$ cat src/rtl/mem_arbiter_pkg.sv
// Shared widths, defaults and FSM encoding for the two-port memory arbiter.
package mem_arbiter_pkg;

   localparam int unsigned MEM_ADDR_BITS = 16;
   localparam int unsigned XLEN_BITS     = 32;
   localparam int unsigned DEF_TIMEOUT   = 15;
   localparam int unsigned CNT_BITS      = 8;

   typedef enum logic [1:0] {
      ST_IDLE    = 2'd0,
      ST_ISSUE   = 2'd1,
      ST_RD_WAIT = 2'd2,
      ST_DONE    = 2'd3
   } arb_state_e;

endpackage

$ cat src/rtl/mem_arbiter_arb_rr2.sv
// Two-way grant selection with a last-grant register (round-robin or port-1 priority).
module mem_arbiter_arb_rr2 #(
   parameter bit FIXED_PRIORITY = 1'b0
) (
   input  logic       clk,
   input  logic       reset,
   input  logic       sync_reset_i,
   input  logic [1:0] req_i,
   input  logic       take_i,
   output logic       gnt_c_o,
   output logic       last_o
);

   logic last_q, last_d;

   // Contention goes to the port that was not granted last, unless port 1 has priority.
   always_comb begin
      if (&req_i) begin
         gnt_c_o = FIXED_PRIORITY ? 1'b1 : ~last_q;
      end else begin
         gnt_c_o = req_i[1];
      end
      last_d = last_q;
      if (take_i) begin
         last_d = gnt_c_o;
      end
      if (sync_reset_i) begin
         last_d = 1'b1;
      end
   end

   always_ff @(posedge clk or posedge reset) begin
      if (reset) begin
         last_q <= 1'b1;
      end else begin
         last_q <= last_d;
      end
   end

   assign last_o = last_q;

endmodule

$ cat src/rtl/mem_arbiter.sv
// Two-requester arbiter/sequencer: serialises fetch and load/store accesses into
// single-cycle memory strobes and returns a one-cycle ack (with error on timeout).
module mem_arbiter
   import mem_arbiter_pkg::*;
#(
   parameter int unsigned ADDR_BITS      = MEM_ADDR_BITS,
   parameter int unsigned XLEN           = XLEN_BITS,
   parameter int unsigned TIMEOUT_CYCLES = DEF_TIMEOUT,
   parameter int unsigned FIXED_PRIORITY = 0
) (
   input  logic                 clk,
   input  logic                 reset,
   input  logic                 sync_reset,
   input  logic [ADDR_BITS-1:0] p0_addr,
   input  logic                 p0_read,
   input  logic [XLEN/8-1:0]    p0_write_en,
   input  logic [XLEN-1:0]      p0_write_data,
   output logic                 p0_ack,
   output logic                 p0_err,
   output logic [XLEN-1:0]      p0_read_data,
   input  logic [ADDR_BITS-1:0] p1_addr,
   input  logic                 p1_read,
   input  logic [XLEN/8-1:0]    p1_write_en,
   input  logic [XLEN-1:0]      p1_write_data,
   output logic                 p1_ack,
   output logic                 p1_err,
   output logic [XLEN-1:0]      p1_read_data,
   output logic [ADDR_BITS-1:0] mem_addr,
   output logic                 mem_read_en,
   output logic [XLEN/8-1:0]    mem_write_en,
   output logic [XLEN-1:0]      mem_write_data,
   input  logic [XLEN-1:0]      mem_read_data,
   input  logic                 mem_write_ack,
   input  logic                 mem_read_ack
);

   localparam int unsigned BE = XLEN / 8;
   localparam int unsigned CW = CNT_BITS;

   arb_state_e           state_q, state_d;
   logic [CW-1:0]        cnt_q, cnt_d;
   logic [ADDR_BITS-1:0] addr_q, addr_d;
   logic                 rd_en_q, rd_en_d;
   logic [BE-1:0]        we_q, we_d;
   logic [XLEN-1:0]      wdata_q, wdata_d;
   logic [XLEN-1:0]      rdata_q, rdata_d;
   logic [1:0]           ack_q, ack_d;
   logic [1:0]           err_q, err_d;

   logic [1:0]           pend_c;
   logic                 gnt_c, last_q, take_c;
   logic [ADDR_BITS-1:0] sel_addr_c;
   logic                 sel_rd_c;
   logic [BE-1:0]        sel_we_c;
   logic [XLEN-1:0]      sel_wdata_c;

   assign pend_c = {p1_read | (|p1_write_en), p0_read | (|p0_write_en)};

   mem_arbiter_arb_rr2 #(
      .FIXED_PRIORITY(FIXED_PRIORITY != 0)
   ) u_arb (
      .clk          (clk),
      .reset        (reset),
      .sync_reset_i (sync_reset),
      .req_i        (pend_c),
      .take_i       (take_c),
      .gnt_c_o      (gnt_c),
      .last_o       (last_q)
   );

   assign sel_addr_c  = gnt_c ? p1_addr       : p0_addr;
   assign sel_rd_c    = gnt_c ? p1_read       : p0_read;
   assign sel_we_c    = gnt_c ? p1_write_en   : p0_write_en;
   assign sel_wdata_c = gnt_c ? p1_write_data : p0_write_data;

   // last_q names the granted port from ISSUE through DONE.
   always_comb begin
      state_d = state_q;
      cnt_d   = cnt_q;
      addr_d  = addr_q;
      rd_en_d = 1'b0;
      we_d    = '0;
      wdata_d = wdata_q;
      rdata_d = rdata_q;
      ack_d   = '0;
      err_d   = '0;
      take_c  = 1'b0;

      unique case (state_q)
         ST_IDLE: begin
            if (|pend_c) begin
               take_c  = 1'b1;
               addr_d  = sel_addr_c;
               we_d    = sel_we_c;
               wdata_d = sel_wdata_c;
               rd_en_d = sel_rd_c & ~(|sel_we_c);
               state_d = ST_ISSUE;
            end
         end
         ST_ISSUE: begin
            if (rd_en_q) begin
               cnt_d   = '0;
               state_d = ST_RD_WAIT;
            end else begin
               ack_d[last_q] = 1'b1;
               err_d[last_q] = ~mem_write_ack;
               state_d       = ST_DONE;
            end
         end
         ST_RD_WAIT: begin
            if (mem_read_ack) begin
               rdata_d       = mem_read_data;
               ack_d[last_q] = 1'b1;
               state_d       = ST_DONE;
            end else begin
               cnt_d = cnt_q + CW'(1);
               if (cnt_d == CW'(TIMEOUT_CYCLES)) begin
                  rdata_d       = '0;
                  ack_d[last_q] = 1'b1;
                  err_d[last_q] = 1'b1;
                  state_d       = ST_DONE;
               end
            end
         end
         ST_DONE: begin
            state_d = ST_IDLE;
         end
         default: begin
            state_d = ST_IDLE;
         end
      endcase

      if (sync_reset) begin
         state_d = ST_IDLE;
         cnt_d   = '0;
         addr_d  = '0;
         rd_en_d = 1'b0;
         we_d    = '0;
         wdata_d = '0;
         rdata_d = '0;
         ack_d   = '0;
         err_d   = '0;
         take_c  = 1'b0;
      end
   end

   always_ff @(posedge clk or posedge reset) begin
      if (reset) begin
         state_q <= ST_IDLE;
         cnt_q   <= '0;
         addr_q  <= '0;
         rd_en_q <= 1'b0;
         we_q    <= '0;
         wdata_q <= '0;
         rdata_q <= '0;
         ack_q   <= '0;
         err_q   <= '0;
      end else begin
         state_q <= state_d;
         cnt_q   <= cnt_d;
         addr_q  <= addr_d;
         rd_en_q <= rd_en_d;
         we_q    <= we_d;
         wdata_q <= wdata_d;
         rdata_q <= rdata_d;
         ack_q   <= ack_d;
         err_q   <= err_d;
      end
   end

   assign mem_addr       = addr_q;
   assign mem_read_en    = rd_en_q;
   assign mem_write_en   = we_q;
   assign mem_write_data = wdata_q;
   assign p0_ack         = ack_q[0];
   assign p1_ack         = ack_q[1];
   assign p0_err         = err_q[0];
   assign p1_err         = err_q[1];
   assign p0_read_data   = rdata_q;
   assign p1_read_data   = rdata_q;

endmodule
$ cat config.mk
export PLATFORM = sky130hd
export DESIGN_NAME = mem_arbiter
export DESIGN_NICKNAME = d
export VERILOG_FILES = /design/src/rtl/mem_arbiter_pkg.sv /design/src/rtl/mem_arbiter_arb_rr2.sv /design/src/rtl/mem_arbiter.sv
export SDC_FILE = /design/constraint.sdc
export NUM_CORES = 1
export LEC_CHECK = 0
export ABC_AREA = 1
export BUFFER_PORTS_ARGS = -buffer_cell sky130_fd_sc_hd__buf_4
export CAP_MARGIN = 20
export CORE_UTILIZATION = 35
export DETAILED_ROUTE_END_ITERATION = 6
export GPL_ROUTABILITY_DRIVEN = 0
export PLACE_DENSITY = 0.65
export SYNTH_ARGS = -nofsm -noshare
export SYNTH_HDL_FRONTEND = slang
export SYNTH_SLANG_ARGS = --single-unit
$ cat constraint.sdc
create_clock -name clk -period 4.4 [get_ports clk]
set_input_delay 0.66 -clock clk [delete_from_list [all_inputs] [get_ports clk]]
set_output_delay 0.66 -clock clk [all_outputs]
set_load 0.05 [all_outputs]
* Word-level counts from Yosys, hierarchy flattened
Cells that the tools add are included.
** Word-level totals
- Flip-flop bits (word level) :: 100
- Logic and storage cells :: 92
** Cells by class
- $add $sub $neg :: 1
- $lt $le $gt $ge :: 2
- Eq/ne operators :: 8
- Muxes and demuxes :: 47
- Bitwise gates (word level) :: 7
- Reductions and logical operators :: 17
** Operators by type and width (number)
- 32-bit two-way mux :: 8
- 16-bit two-way mux :: 4
- 8-bit two-way mux :: 3
- 2-bit two-way mux :: 11
- 4-bit two-way mux :: 4
- 8-bit case mux with 2 select lines :: 1
- 1-bit two-way mux :: 12
- 4-bit OR reduction :: 3
- 3-bit inequality test, second input constant :: 3
- 8-bit by 1-bit adder with 8-bit output, second input constant :: 1
- 8-bit by 4-bit == test with 1-bit output, second input constant :: 1
- 2-bit case mux with 2 select lines :: 2
- 2-bit case mux with 4 select lines :: 1
- 2-bit AND reduction :: 4
- 2-bit nonzero test :: 4
- 3-bit nonzero test :: 2
- 2-bit == test, second input constant :: 2
- 4-bit inequality test, second input constant :: 1
- 1-bit inverter :: 3
- 3-bit AND reduction :: 1
- 2-bit AND :: 1
- 2-bit by 1-bit == test with 1-bit output, second input constant :: 1
- 2-bit logical NOT :: 1
- 1-bit by 2-bit less-than comparator with 1-bit output, second input constant :: 1
- 6 further kinds :: 7

* Longest topological paths before layout
Gate-level depths: netlist of the first run.
- Depth in word-level cells :: 11
- Mapped depth :: 13
- Mapped depth without buffers :: 12

* Modules after synthesis
From an unflattened synthesis of the first run, not the netlist that was laid out.
** Second synthesis, totals
- Cells, all modules :: 539
- Area, all modules :: 4918.5 µm²
** Modules (own cells, without submodules)
- mem_arbiter :: times used 1, cells each 531, area each 4860.9 µm², seq. area each 2477.4 µm²
- mem_arbiter_arb_rr2 :: times used 1, cells each 8, area each 57.6 µm², seq. area each 26.3 µm²

* Worst setup path before layout of the first run
No wires, ideal clock.
- Path kind :: in2reg
- Start point :: input port p0_write_en[3]
- End point :: register addr_q[10], in the netlist mem_addr[10]
- Arrival time :: 1.616 ns
- Required time :: 4.324 ns
- Path slack :: 2.708 ns
- Stages on the path :: 9
- Buffers on the path :: 3
- Cells stage by stage :: nor2_1 nand3_1 o21ai_1 and2_1 buf_2 buf_4 buf_6 nand2_1 o21ai_1
** Between the ends
- Cells in the longest elaborated chain, start to end :: 8
** RTL lines
- from (decl) :: line mem_arbiter.sv:16 : input logic [XLEN/8-1:0] p0_write_en,
- 4-bit OR reduction (*) :: line mem_arbiter.sv:57 : assign pend_c = {p1_read | (|p1_write_en), p0_read | (|p0_write_en)};
- 1-bit OR (*) :: line mem_arbiter.sv:57
- 2-bit AND reduction :: line mem_arbiter_arb_rr2.sv:18 : if (&req_i) begin
- 1-bit two-way mux :: line mem_arbiter_arb_rr2.sv:18
- 16-bit two-way mux :: line mem_arbiter.sv:71 : assign sel_addr_c = gnt_c ? p1_addr : p0_addr;
- 16-bit two-way mux :: line mem_arbiter.sv:91 : if (|pend_c) begin
- 16-bit two-way mux :: line mem_arbiter.sv:89 : unique case (state_q)
- 16-bit two-way mux :: line mem_arbiter.sv:133 : if (sync_reset) begin
- to (signal assigned) :: line mem_arbiter.sv:161 : addr_q <= addr_d;
- to (decl) :: line mem_arbiter.sv:42 : logic [ADDR_BITS-1:0] addr_q, addr_d;
Every way passes the cells marked *; elsewhere a longest branch is shown, timed or not. The select of a mux whose other input is x is not followed.
A chain may end at the register's enable or synchronous reset.

* Final worst setup path of the first run
- Start point :: register state_q[0]
- End point :: register cnt_q[3]
** Between the ends
- Cells in the longest elaborated chain, start to end :: 3
** RTL lines
- from (decl) :: line mem_arbiter.sv:40 : arb_state_e state_q, state_d;
- from (signal assigned) :: line mem_arbiter.sv:159 : state_q <= state_d;
- 2-bit by 1-bit == test with 1-bit output or 2-bit == test (tied branches) :: line mem_arbiter.sv:89
- 3-bit inequality test (no source line), or another cell as far along
- 3-bit AND reduction (no source line) or 8-bit two-way mux (tied branches)
- to (signal assigned) :: line mem_arbiter.sv:160 : cnt_q <= cnt_d;
- to (decl) :: line mem_arbiter.sv:41 : logic [CW-1:0] cnt_q, cnt_d;
Several ways; a longest one is shown, not always the timed one.

==> impl_metrics.toml, run 1 <==
[worst_hold_path]
min_path_type = "input pin to asynchronous set/reset pin"

[place]
portBuffers = 263
place_area_um2 = 6670
dp_hpwl_mm = 9.94

[logic_synthesis]
ys_ff_latch = 100
synth_area_leaders = "dfrtp_1, nand2_1, o21ai_0, buf_4, nor2_1"
yosysWarnings = 0
synth_cells = 592
synth_top_area_share_pct = 51.1
synth_area_per_cell_um2 = 8.19
yosysSeqAreaShare_pct = 51.6
yosys.area.top_type = "dfrtp_1"
synth_fp_nets = 741
synth_cell_type_count = 26
synth_area_um2 = 4850

[outcome]
status = "finished clean"

[drt]
wl_per_cell_um = 13.7
drc = 0
drt-total-wl_mm = 13.6
vias = 4658
ant_nets = 0
drt_pass1_iterations = 4
drt_iter0_markers = 145
avgViaCountPerCell = 4.71

[floorplan]
initial_core_util_pct = 36.2
die_h_um = 120
coreArea_um2 = 13400
num_rows = 42
dieArea_um2 = 14300
die_x_um = 120
pin_count = 264

[grt]
grt_max_degree = 68
grt_pass1_wl_mm = 21.9
grt_usage_pct = 19.2
grt_remaining_overflow = 0
grt_pass1_vias = 4584
antenna_found_initial = 0

[cts]
cts-root-buf = "clkbuf_16"
clk_pin_slew_worst_paths_ps = 80
clock-sinks = 100
clock_path_buffers = 2
cts_resized = 0
h-tree-depth = 3
insertion_delay_ps = 350
cts_hold_buffers = 0
cts_tree = "yes"
cts_setup_buffers = 0
numCtsBuffers = 9

[timing]
fin_crit_sh_pct = 58.0
slew_viol_final = 0
tightest_slew_ps = 924
setup_violations = 0
slew_headroom_pct = 38.4
finalHoldViolations = 0
rsz0062_at_grt = "false"
worst_hold_slack_ps = 481
fmax_mhz = 392
finalSetupTns_ps = 0
period_minus_slack_ps = 2550
skew_ps = 7.78

[finish]
utilization_pct = 52.2
area_growth_syn_to_layout_pct = 44.2
nFillCells = 1231
drive_gt1_share_pct = 39.2
final_area_um2 = 6990
antenna_cells = 0
nets = 957

[power]
p_total_uw = 4490
p_per_area_nw_per_um2 = 642
p_leak_uw = 0.00369
peakVddDrop_uv = 355

[setup_path]
worstPathArrival_ps = 2810
crit_required_ps = 4650
end_kind = "flip-flop"
crit_fanout = 33
regToRegSetupSlack_ps = 1850
crit_path_start_kind = "flip-flop"
crit_type = "flip-flop to flip-flop"

[job]
maxCapViolCount = 0
[logic make-up after synthesis]
group           after synthesis  share of synthesized area (%)
simple gates                272                           23.3
xor+xnor                      1                          0.181
fa+ha+maj                     6                           1.55
buf+inv                      92                           10.7
compound gates              121                           12.7
flops                       100                           51.6
[cells in the mapped netlist]
| cell type | count |
|---|---|
| ha_1 | 6 |
| and2_1 | 1 |
| nand2_1 | 163 |
| buf_6 | 4 |
| nand3_1 | 14 |
| a22oi_1 | 1 |
| o21ai_1 | 16 |
| xor2_1 | 1 |
| nand2_4 | 1 |
| o211ai_1 | 1 |
| dfrtp_1 | 99 |
| buf_4 | 35 |
| nor2_2 | 6 |
| inv_1 | 28 |
| dfstp_2 | 1 |
| o21ai_0 | 92 |
| a21oi_1 | 7 |
| inv_2 | 3 |
| nand2_2 | 20 |
| nor2_1 | 63 |
| o22ai_1 | 4 |
| nand3_2 | 1 |
| clkbuf_1 | 13 |
| or2_2 | 1 |
| nand4_1 | 2 |
| buf_2 | 9 |
[worst paths after layout]
path,start,to,cells after the start
max in group asynchronous,reset,u_arb.last_o,3
worst max register to register,state_q[0],cnt_q[3],9
worst max-delay path,state_q[0],cnt_q[3],9
worst min register to register,mem_addr[0],mem_addr[0],2
min in group clk,mem_addr[0],mem_addr[0],2
worst min-delay path,reset,mem_write_data[3],2
[placed cells by master (no fill, tap or decap), drive strengths merged, types with 4 or more instances in the layout]
| cell | instances |
|---|---|
| nand3 | 15 |
| inv | 35 |
| dfrtp | 99 |
| ha | 6 |
| o22ai | 4 |
| o21ai | 108 |
| a21oi | 7 |
| nand2 | 184 |
| buf | 266 |
| clkbuf | 9 |
| nor2 | 69 |
[layer usage]
layer | vias to the layer above | share of wire [%] | track usage [%]
li1 | 2288 | - | -
met1 | 2155 | 41 | 22.4
met2 | 198 | 50 | 33.9
met3 | 17 | 7.4 | 4.56
met4 | 0 | 1.8 | 7.34
met5 | - | 0 | 0
[cell type report]
class                   instances  area, um^2  area share [%]
clock buffers                   9         225            3.22
clock inverters                 7        92.6            1.32
inverters                      31         119            1.70
multi-input cells             400        1830            26.2
flip-flops and latches        100        2500            35.8
well taps                     176         220            3.15
repair buffers                266        2000            28.6
[registers in the layout (all words and copies together), names as in the netlist]
| register | flops |
|---|---|
| mem_write_en | 4 |
| state_q | 2 |
| mem_read_en | 1 |
| u_arb.last_o | 1 |
| p0_read_data | 32 |
| cnt_q | 8 |
| err_q | 2 |
| mem_addr | 16 |
| mem_write_data | 32 |
| ack_q | 2 |
[power breakdown]
group	total [uW]	switching, uW	leakage [uW]	internal [uW]
registers	1360	180	0.00135	1180
logic	2290	1660	0.00219	625
clock network	836	378	0.000156	457
[through the flow]
stage | setup slack (ps) | std cells
floorplan | 1120 | 592
global placement | 2010 | 973
detailed placement | 1920 | 973
CTS | 1890 | 989
global route | 1590 | 989
finish | 1850 | 989
[worst max-delay path: stages, from the launching register on]
cell     delay, ps
dfrtp_1        380
inv_1          100
ha_1           250
inv_1          100
nor2_2          80
nand2_1         80
inv_2          200
a21oi_1        780
nand2_1        280
o22ai_1        210
Note: power is estimated with default switching activity, not from simulation.
==> run 2, diff against run 1 <==
Settings changed: PLACE_DENSITY 0.65 to 0.68.
Clock period 4.4 ns to 2.15 ns, I/O delays scaled along.
==> run 2 against run 1 <==
Compared with the run above: sequential power grew 100%; clock skew up 1.9 ps; first-iteration DRC count rose by 34%; combinational power increased by 110%; flip-flop and latch count did not move; global-route usage decreased by 0.13 points; clock power rose by 110%; critical path depth grew 2; die area stayed put; setup slack got worse by 1600 ps.
==> impl_metrics.toml, run 2 (synthesis gave the netlist of run 1 again) <==
[power]
p_per_area_nw_per_um2 = 1310
p_leak_uw = 0.00374
peakVddDrop_uv = 750

[finish]
drive_gt1_share_pct = 39.5
layout_commonest_cell = "buf_4"
layout_common_cells = "buf_4, nand2_1, dfrtp_1"
nFillCells = 1309
seqCellArea_um2 = 2500
nets = 964
multiInputGateArea_um2 = 1830
antenna_cells = 0
final_area_um2 = 7090
area_growth_syn_to_layout_pct = 46.3

[timing]
skew_ps = 9.64
finalHoldViolations = 0
fin_ws_ps = 289
fmax_mhz = 537
fin_crit_sh_pct = 86.6
slew_headroom_pct = 60.9
period_minus_slack_ps = 1860
rsz0062_at_grt = "false"
finalSetupTns_ps = 0
slew_viol_final = 0
tightest_slew_ps = 586
setup_violations = 0

[floorplan]
die_x_um = 120
num_rows = 42
coreArea_um2 = 13400
initial_core_util_pct = 36.2
pin_count = 264
dieArea_um2 = 14300
die_h_um = 120

[place]
place_area_um2 = 6780
dp_hpwl_mm = 9.49
portBuffers = 263
dp_slack_ps = 295

[cts]
clock_path_buffers = 2
cts-root-buf = "clkbuf_16"
cts_hold_buffers = 0
cts_tree = "yes"
insertion_delay_ps = 340
cts_resized = 0
cts_setup_buffers = 0
clock-sinks = 100
numCtsBuffers = 9
clk_pin_slew_worst_paths_ps = 70
h-tree-depth = 3

[setup_path]
cp-endpoint = "p0_read_data[5]"
worstRegToRegCells = 11
crit_required_ps = 2380
crit_path_max_incr_delay_ps = 410
cp-startpoint = "cnt_q[0]"
end_kind = "flip-flop"
regToRegSetupSlack_ps = 290
slowest_stage = "dfrtp_1"
r2r_end = "p0_read_data[5]"
path_common_cell = "nand2_1"
crit_path_start_kind = "flip-flop"
regToRegStartpoint = "cnt_q[0]"
crit_type = "flip-flop to flip-flop"
crit_fanout = 32
worstPathArrival_ps = 2090
crit_chain = "ha_1, nand2_1, nand2_1, nor2_1, nand3_1, nor2_2, nand2_2, nand3_2, nand2_4, nand2_1, nand2_1"

[outcome]
status = "finished clean"

[job]
maxCapViolCount = 0

[drt]
vias = 4613
drc = 0
drt-total-wl_mm = 13.3
ant_nets = 0
drt_iter0_markers = 194
avgViaCountPerCell = 4.63
drt_pass1_iterations = 5
wl_per_cell_um = 13.3

[grt]
grt_remaining_overflow = 0
grt_pass1_wl_mm = 21.4
grt_max_degree = 101
grt_usage_pct = 19.0
grt_pass1_vias = 4306
antenna_found_initial = 0

[worst_hold_path]
min_path_type = "input pin to asynchronous set/reset pin"
[run 2: cell count changes in the layout (fill, tap and decap cells not counted), moves of 2 or more]
| cell | previous run | this run |
|---|---|---|
| buf_12 | 0 | 4 |
| buf_4 | 266 | 269 |
| clkbuf_1 | 0 | 2 |
| clkinvlp_4 | 0 | 2 |
| inv_6 | 3 | 1 |
[run 2: worst min-delay path by stage]
| stage | start | endpoint | slack, ps |
|---|---|---|---|
| final | reset | p0_read_data[26] | 80 |
| after global routing | mem_read_data[9] | p0_read_data[9] | 160 |
| after CTS | reset | p0_read_data[30] | 160 |
| after detailed placement | mem_write_data[6] | mem_write_data[6] | 470 |
| after global placement | mem_addr[13] | mem_addr[13] | 470 |
| after floorplan | mem_read_data[0] | p0_read_data[0] | 440 |
[run 2: layer usage]
metal | vias up | global-route usage, % | wire, um
met3 | 15 | 4.99 | 1000
met4 | 0 | 6.64 | 211
met2 | 196 | 32.8 | 6560
met1 | 2100 | 22.9 | 5490
met5 | - | 0 | 0
li1 | 2302 | - | -
[run 2: power by group]
part / leakage [uW] / total (uW) / switching (uW) / internal (uW)
Combinational: 0.00224 / 4800 / 3430 / 1370
Sequential: 0.00135 / 2780 / 354 / 2420
Clock: 0.000150 / 1750 / 718 / 1030
[run 2: worst max-delay path: cells and delay by family, from the launching register on]
family                   cells  cell delay, ps
flip-flops                   1             410
adder cells (fa/ha/maj)      1             240
AND/OR/NAND/NOR             10            1090
[run 2: cell type report]
class,count,share of cell area (%)
Multi-Input combinational cell,400,25.8
Clock inverter,5,1.20
Inverter,31,1.69
Timing Repair Buffer,273,29.6
Clock buffer,11,3.28
Sequential cell,100,35.3
Tap cell,176,3.10
[run 2: stage by stage]
step                hold slack (ps)  instances  util, %  total power, uW
global placement                469        980     50.6             7630
detailed placement              474        980     50.6             7660
floorplan                       439        592        -             6120
CTS                             159        996     52.9             9440
global route                    164        996     52.9             9840
finish                         84.0        996     52.9             9320
